--- src/rtl/seq_det_ctrl_if.sv ---
// Handshake bundle for seq_det_ctrl: configuration, run control, serial input and status.
// The master drives configuration and stimulus; the slave (the detector) drives status.
interface seq_det_ctrl_if #(
  parameter int CNT_W = 8
);
  logic             cfg_we;
  logic [3:0]       cfg_pattern;
  logic [2:0]       cfg_len;
  logic             cfg_overlap;
  logic             start;
  logic             stop;
  logic             in_valid;
  logic             in;
  logic             det;
  logic             busy;
  logic             done;
  logic             aborted;
  logic [CNT_W-1:0] det_count;

  modport master (
    output cfg_we, cfg_pattern, cfg_len, cfg_overlap, start, stop, in_valid, in,
    input  det, busy, done, aborted, det_count
  );

  modport slave (
    input  cfg_we, cfg_pattern, cfg_len, cfg_overlap, start, stop, in_valid, in,
    output det, busy, done, aborted, det_count
  );
endinterface

--- src/rtl/seq_det_ctrl.sv ---
// Serial pattern detector: counts matches of a 2..4 bit pattern over a window of
// accepted bits, with overlapping or non-overlapping matching and an abortable run.
module seq_det_ctrl #(
  parameter int WINDOW = 50,
  parameter int CNT_W  = 8
) (
  input logic           clk,
  input logic           rst,
  seq_det_ctrl_if.slave bus
);

  localparam int BIT_W = $clog2(WINDOW + 1);

  typedef enum logic [1:0] {
    ST_IDLE = 2'd0,
    ST_RUN  = 2'd1,
    ST_FIN  = 2'd2
  } state_t;

  state_t           state_q;
  logic [3:0]       pat_q;
  logic [2:0]       len_q;
  logic             ovl_q;
  logic [3:0]       hist_q;
  logic [2:0]       fill_q;
  logic [BIT_W-1:0] bit_cnt_q;
  logic [CNT_W-1:0] det_count_q;
  logic             det_q;
  logic             done_q;
  logic             busy_q;
  logic             aborted_q;

  logic [3:0]       hist_d;
  logic [2:0]       fill_d;
  logic             pat_eq_d;
  logic             match_d;
  logic             last_bit_d;

  // Lengths outside 2..4 are folded onto the nearest supported length.
  function automatic logic [2:0] clamp_len(input logic [2:0] len);
    logic [2:0] res;
    if (len < 3'd2) begin
      res = 3'd2;
    end else if (len > 3'd4) begin
      res = 3'd4;
    end else begin
      res = len;
    end
    return res;
  endfunction

  // Candidate history/fill for the bit currently offered, and the match it would produce.
  always_comb begin
    hist_d     = {hist_q[2:0], bus.in};
    fill_d     = (fill_q == 3'd4) ? 3'd4 : (fill_q + 3'd1);
    pat_eq_d   = 1'b0;
    case (len_q)
      3'd2:    pat_eq_d = (hist_d[1:0] == pat_q[1:0]);
      3'd3:    pat_eq_d = (hist_d[2:0] == pat_q[2:0]);
      3'd4:    pat_eq_d = (hist_d == pat_q);
      default: pat_eq_d = 1'b0;
    endcase
    match_d    = (fill_d >= len_q) && pat_eq_d;
    last_bit_d = (bit_cnt_q == BIT_W'(WINDOW - 1));
  end

  // Run-control FSM with all status outputs registered.
  always_ff @(posedge clk) begin
    if (rst) begin
      state_q     <= ST_IDLE;
      pat_q       <= 4'b0101;
      len_q       <= 3'd3;
      ovl_q       <= 1'b0;
      hist_q      <= 4'd0;
      fill_q      <= 3'd0;
      bit_cnt_q   <= '0;
      det_count_q <= '0;
      det_q       <= 1'b0;
      done_q      <= 1'b0;
      busy_q      <= 1'b0;
      aborted_q   <= 1'b0;
    end else begin
      case (state_q)
        ST_IDLE: begin
          det_q  <= 1'b0;
          done_q <= 1'b0;
          if (bus.cfg_we) begin
            pat_q <= bus.cfg_pattern;
            len_q <= clamp_len(bus.cfg_len);
            ovl_q <= bus.cfg_overlap;
          end
          if (bus.start) begin
            state_q     <= ST_RUN;
            busy_q      <= 1'b1;
            hist_q      <= 4'd0;
            fill_q      <= 3'd0;
            bit_cnt_q   <= '0;
            det_count_q <= '0;
            aborted_q   <= 1'b0;
          end
        end
        ST_RUN: begin
          det_q <= 1'b0;
          if (bus.in_valid) begin
            hist_q    <= hist_d;
            bit_cnt_q <= bit_cnt_q + BIT_W'(1);
            fill_q    <= (match_d && !ovl_q) ? 3'd0 : fill_d;
            if (match_d) begin
              det_q <= 1'b1;
              if (det_count_q != {CNT_W{1'b1}}) begin
                det_count_q <= det_count_q + CNT_W'(1);
              end
            end
          end
          // A completed window wins over a simultaneous stop, so the run is not marked aborted.
          if (bus.in_valid && last_bit_d) begin
            state_q <= ST_FIN;
            busy_q  <= 1'b0;
            done_q  <= 1'b1;
          end else if (bus.stop) begin
            state_q   <= ST_FIN;
            busy_q    <= 1'b0;
            done_q    <= 1'b1;
            aborted_q <= 1'b1;
          end
        end
        ST_FIN: begin
          state_q <= ST_IDLE;
          det_q   <= 1'b0;
          done_q  <= 1'b0;
          busy_q  <= 1'b0;
        end
        default: begin
          state_q <= ST_IDLE;
          det_q   <= 1'b0;
          done_q  <= 1'b0;
          busy_q  <= 1'b0;
        end
      endcase
    end
  end

  assign bus.det       = det_q;
  assign bus.busy      = busy_q;
  assign bus.done      = done_q;
  assign bus.aborted   = aborted_q;
  assign bus.det_count = det_count_q;

endmodule

--- src/flat_wrapper.sv ---
// flat-port wrapper written by rule: the top's interface ports become plain ports
module seq_det_ctrl_flat 
#(
  parameter int WINDOW = 50,
  parameter int CNT_W  = 8
)
  (clk, rst, bus_cfg_we, bus_cfg_pattern, bus_cfg_len, bus_cfg_overlap, bus_start, bus_stop, bus_in_valid, bus_in, bus_det, bus_busy, bus_done, bus_aborted, bus_det_count);
  seq_det_ctrl_if #(.CNT_W(CNT_W)) bus_i ();
  input logic clk;
  input logic rst;
  input wire logic [$bits(bus_i.cfg_we)-1:0] bus_cfg_we;
  input wire logic [$bits(bus_i.cfg_pattern)-1:0] bus_cfg_pattern;
  input wire logic [$bits(bus_i.cfg_len)-1:0] bus_cfg_len;
  input wire logic [$bits(bus_i.cfg_overlap)-1:0] bus_cfg_overlap;
  input wire logic [$bits(bus_i.start)-1:0] bus_start;
  input wire logic [$bits(bus_i.stop)-1:0] bus_stop;
  input wire logic [$bits(bus_i.in_valid)-1:0] bus_in_valid;
  input wire logic [$bits(bus_i.in)-1:0] bus_in;
  output wire logic [$bits(bus_i.det)-1:0] bus_det;
  output wire logic [$bits(bus_i.busy)-1:0] bus_busy;
  output wire logic [$bits(bus_i.done)-1:0] bus_done;
  output wire logic [$bits(bus_i.aborted)-1:0] bus_aborted;
  output wire logic [$bits(bus_i.det_count)-1:0] bus_det_count;
  assign bus_i.cfg_we = bus_cfg_we;
  assign bus_i.cfg_pattern = bus_cfg_pattern;
  assign bus_i.cfg_len = bus_cfg_len;
  assign bus_i.cfg_overlap = bus_cfg_overlap;
  assign bus_i.start = bus_start;
  assign bus_i.stop = bus_stop;
  assign bus_i.in_valid = bus_in_valid;
  assign bus_i.in = bus_in;
  assign bus_det = bus_i.det;
  assign bus_busy = bus_i.busy;
  assign bus_done = bus_i.done;
  assign bus_aborted = bus_i.aborted;
  assign bus_det_count = bus_i.det_count;
  seq_det_ctrl #(.WINDOW(WINDOW), .CNT_W(CNT_W)) u_core (.clk(clk), .rst(rst), .bus(bus_i));
endmodule
--- config.mk ---
export PLATFORM = sky130hd
export DESIGN_NAME = seq_det_ctrl_flat
export DESIGN_NICKNAME = d
export VERILOG_FILES = /design/src/rtl/seq_det_ctrl_if.sv /design/src/rtl/seq_det_ctrl.sv /design/src/flat_wrapper.sv
export SDC_FILE = /design/constraint.sdc
export NUM_CORES = 1
export LEC_CHECK = 0
export BUFFER_PORTS_ARGS = -buffer_cell sky130_fd_sc_hd__buf_2
export CORE_UTILIZATION = 30
export DETAILED_ROUTE_END_ITERATION = 12
export HOLD_SLACK_MARGIN = 0.06
export PLACE_DENSITY = 0.53
export SETUP_SLACK_MARGIN = 0.5
export SLEW_MARGIN = 20
export SYNTH_ARGS = -nofsm -noshare
export SYNTH_HDL_FRONTEND = slang
export SYNTH_SLANG_ARGS = --single-unit
--- constraint.sdc ---
create_clock -name clk -period 2 [get_ports clk]
set_input_delay 0.1 -clock clk [delete_from_list [all_inputs] [get_ports clk]]
set_output_delay 0.1 -clock clk [all_outputs]
set_load 0.1 [all_outputs]
After elaboration in Yosys (flattened, before gate mapping)
Index checks and enable logic that the tools add are counted.

storage, ports and cells
  flip-flop bits (word level) = 34
  input bits = 15
  output and inout bits = 12
  word-level logic and storage cells = 84

cells by class
  $add $sub $neg = 3
  magnitude comparators = 3
  eq/ne operators = 17
  mux-type cells = 33
  bitwise operators = 2
  reductions and logical operators = 14

operator list
  cell                   count
  $mux W8                4
  $mux W3                8
  $pmux W8 S2            1
  $mux W6                2
  $pmux W3 S2            2
  $pmux W6 S2            1
  $add A8 B1 Y8 const B  1
  $mux W1                8
  $ne A2 B2 Y1 const B   4
  $ne A8 B8 Y1 const B   1
  $add A6 B1 Y6 const B  1
  $eq A3 B2 Y1 const B   2
  $eq A3 B3 Y1 const B   2
  $eq A6 B6 Y1 const B   1
  $mux W2                3
  $reduce_and A5 Y1      1
  $eq A4 B4 Y1           1
  $ne A2 B1 Y1 const B   2
  $pmux W1 S2            2
  $pmux W2 S2            1
  $reduce_and A2 Y1      2
  $reduce_and A4 Y1      1
  $reduce_bool A2 Y1     2
  $add A3 B1 Y3 const B  1
  other kinds (15)       18

Depth between registers and ports, before layout
  depth after elaboration = 8
  depth in mapped cells = 11
  mapped depth without buffers = 10

Worst setup path after synthesis
Ideal clock, no wire load.

  path type = register to register
  from = register u_core.det_count_q[0], in the netlist u_core.bus.det_count[0]
  to = register u_core.det_count_q[1], in the netlist u_core.bus.det_count[1]
  setup time = 0.071 ns
  arrival time = 2.248 ns
  data required time = 1.929 ns
  setup slack = -0.320 ns
  cell stages (with the launch flop) = 7
  path buffers = 0
  clock period less this slack = 2.320 ns
  cell sequence = dfxtp_1 -> ha_1 -> and3_1 -> nand3_1 -> o21ai_2 -> o211ai_1 -> a21oi_1

between the ends
  cells in the longest elaborated chain, start to end = 5
  elaborated cells between the ends (all ways) = 8
  classes of those cells = add/sub: 1; eq/ne: 2; mux: 4; reduce/logical: 1

ends and longest elaborated chain
  element                 RTL line             RTL
  start, declared         seq_det_ctrl.sv:27   logic [CNT_W-1:0] det_count_q;
  start signal, assigned  seq_det_ctrl.sv:111  det_count_q <= det_count_q + CNT_W'(1);
  $add A8 B1 Y8           seq_det_ctrl.sv:111
  $mux W8                 seq_det_ctrl.sv:110  if (det_count_q != {CNT_W{1'b1}}) begin
  $mux W8                 seq_det_ctrl.sv:108  if (match_d) begin
  $mux W8                 seq_det_ctrl.sv:104  if (bus.in_valid) begin
  $pmux W8 S2             seq_det_ctrl.sv:83   case (state_q)

Parallel ways exist; a longest one is shown, timed or not. The select of a mux whose other input is x is not followed.
A chain may end at the register's enable or synchronous reset.

Worst setup path in the final report
  from = register u_core.fill_q[0]
  to = register u_core.det_count_q[5], in the netlist u_core.bus.det_count[5]

between the ends
  cells in the longest elaborated chain, start to end = 6
  elaborated cells between the ends (all ways) = 7
  classes of those cells = add/sub: 1; order compare: 1; eq/ne: 2; mux: 1; reduce/logical: 2

ends and longest elaborated chain
  element                                               RTL line             RTL
  start, declared                                       seq_det_ctrl.sv:25   logic [2:0] fill_q;
  start signal, assigned                                seq_det_ctrl.sv:107  fill_q <= (match_d && !ovl_q) ? 3'd0 : fill_d;
  $add A3 B1 Y3 / $eq A3 B3 Y1 (equally long branches)  seq_det_ctrl.sv:55   fill_d = (fill_q == 3'd4) ? 3'd4 : (fill_q + 3'd1);
  $mux W3 *                                             seq_det_ctrl.sv:55
  $ge A3 B3 Y1 *                                        seq_det_ctrl.sv:63   match_d = (fill_d >= len_q) && pat_eq_d;
  $logic_and A1 B1 Y1 *                                 seq_det_ctrl.sv:63
  $ne A2 B1 Y1 (no line) *                              --
  $reduce_and A5 Y1 (no line) *                         --

Every way passes the cells marked *; elsewhere a longest branch is shown, timed or not.

==> flow_summary.toml <==
[outcome]
violations = "negative setup slack"
outcome = "finished, violations left"

[pwr]
p_per_area_nw_per_um2 = 654
vdd_ir_drop_max_uv = 393
total_power_w = 0.00143
leakagePower_nw = 0.878

[grt]
met3_usage_pct = 3.57
met2_usage_pct = 24.9
grt-ovfl-total = 0
grt.total_usage_pct = 15.3
grt_start_max_net_pins = 29
met1_usage_pct = 19.8
grt_pass1_wl_mm = 6.47
grt_antenna_before_repair = 0
grt.busiest_layer = "met2"
grt_pass1_vias = 1431

[sta]
fin_crit_ps = 2050
hold_violations = 0
rsz0062_at_grt = "yes"
skew_ps = 7.61
relSlewSlack_pct = 65.4
setup_viol = 9
holdWs_ps = 64.7
fin_crit_sh_pct = 102
slew_viol_final = 0
fmax_mhz = 489
setup_ws_ps = -46.8
tightestPinTransition_ps = 520

[layout]
layout_common_cells = "buf_2, dfxtp_1, nand2_1"
final_nets = 264
num_antenna_cells = 0
areaGrowthSynthToFinish_pct = 34.5
final_layout_size_suffix_gt1_share_pct = 31.4
final_common_cell = "buf_2"
design_area_um2 = 2190
stdcell_count = 312
utilization_pct = 42.4
fillCellCount = 532

[critical_path]
worst_setup_path_start_kind = "flip-flop"
worstSetupPathType = "flip-flop to flip-flop"
r2r_slack_ps = -50
worstPathMaxFanout = 8
endpoint_kind = "flip-flop"
cp.required_ps = 2210
arrival_ps = 2260

[logic_synthesis]
netlist_area_um2 = 1630
yosysTopAreaCellShare_pct = 40.6
synth_seq_cells = 33
ys_types = 37
synth_seq_area_share_pct = 40.6
synth_top_cell_by_area = "dfxtp_1"
synth_nets = 220
yosys_warnings = 0
netlist_instances = 197
post_synth.cell_area_avg_um2 = 8.27
yosys-top-cells-area = "dfxtp_1, nand2_1, ha_1"

[die]
die_h_um = 75.7
rows = 26
start_util_pct = 31.5
dieArea_um2 = 5730
fp.dieW_um = 75.7
ios = 27
coreArea_um2 = 5170

[route]
drt_iter0_drc = 52
viasPerCell = 4.96
routed_wl_mm = 4.10
ant_nets = 0
drt-pass1-iter-count = 4
vias = 1546
drc = 0
wl_per_cell_um = 13.1

[clock_tree]
cts.sinks = 33
cts_made_buffers = 5
insertion_delay_ps = 290
cts_root_buffer = "clkbuf_8"
ctsLongestPathBuffers = 2
htreeDepth = 2
cts_tree = "done"
path_clk_slew_ps = 70

[place]
dp.cells = 289
dp_hpwl_mm = 2.76
gp_congestion = 0.724
port_buffers = 26
dpl_cell_area_um2 = 1890

[flow_run]
cap_violations = 0

[hold_path]
worstHoldPathType = "input pin to flip-flop"
-- metrics by stage --
step | TNS [ps] | setup WS [ps]
after floorplan | 0 | 91.4
after global placement | -197 | -41.2
after detailed placement | -526 | -86.8
after CTS | -183 | -36.3
after global routing | -1400 | -167
final | -259 | -46.8
-- synth_stat cells (all sizes together) --
cell / instances
a31oi: 7
a21oi: 11
o211ai: 9
nor2: 18
a211o: 2
nand4: 4
and2: 3
nand3b: 3
nor3: 8
inv: 7
buf: 1
nor4bb: 1
or2: 1
o21a: 1
xor2: 8
o22ai: 1
or4: 1
a211oi: 2
nor2b: 1
and3: 3
ha: 8
dfxtp: 33
nor3b: 2
nor4: 1
clkbuf: 6
nand2b: 4
o211a: 1
nand2: 27
nand3: 12
a22oi: 3
o2bb2ai: 1
o31ai: 1
o21ai: 5
mux2i: 1
-- cell type report --
class	count	area (µm²)	area share (%)
inverter	7	28.8	1.31
timing repair buffer	44	282	12.8
clock buffer	8	90.1	4.11
tap	70	87.6	4.00
sequential	33	684	31.2
multi-input combinational	150	1020	46.5
-- where the power goes --
group | internal [W] | switching (W)
Clock | 0.000281 | 0.000245
Combinational | 0.0000832 | 0.000132
Sequential | 0.000671 | 0.0000213
Total | 0.00104 | 0.000398
-- logic make-up after synthesis --
group | Yosys count | synth area share, %
simple gates | 89 | 27.3
compound gates | 44 | 17.8
flops | 33 | 40.6
buf+inv | 14 | 3.30
xor+xnor | 8 | 4.30
fa+ha+maj | 8 | 6.14
mux | 1 | 0.614
-- path summary, 6_finish.rpt --
check                                              startpoint  cells past startpoint                              endpoint
worst max-delay path            u_core.fill_q[0]$_SDFFE_PP0P_                     11  u_core.bus.det_count[5]$_SDFFE_PP0P_
worst min-delay path                                 bus_stop                      3       u_core.bus.aborted$_SDFFE_PP0P_
worst max register to register  u_core.fill_q[0]$_SDFFE_PP0P_                     11  u_core.bus.det_count[5]$_SDFFE_PP0P_
worst min register to register   u_core.bus.done$_SDFFE_PP0P_                      2          u_core.bus.done$_SDFFE_PP0P_
-- worst max-delay path: stages (launching register included) --
cell and delay (ps):
dfxtp_4 380, inv_4 50, ha_4 170, nand2_4 70, nand2_4 60, ha_4 210
nand2b_4 130, a211o_1 300, o211ai_1 140, buf_4 210, o211ai_1 90, a31oi_1 160
-- registers in the layout, indices dropped and copies added, names as in the netlist, 3 cells and up --
name	flops
u_core.fill_q	3
u_core.bit_cnt_q	6
u_core.hist_q	3
u_core.pat_q	4
u_core.bus.det_count	8
u_core.len_q	3
-- what timing repair did --
item | CTS | global route
hold buffers | 5 | 0
pin swaps | 7 | 9
hold endpoints to repair | 5 | 0
endpoints found under the setup margin | 12 | 17
resized for setup | 4 | 17
buffers inserted | 9 | 1
-- metal layers --
| metal | routed length (µm) | part of all wire, % |
|---|---|---|
| met1 | 2030 | 49 |
| met2 | 1900 | 46 |
| met3 | 134 | 3.3 |
| met4 | 40 | 0.98 |
| met5 | 0 | 0 |
No activity file was read; power rests on OpenSTA's default activity.
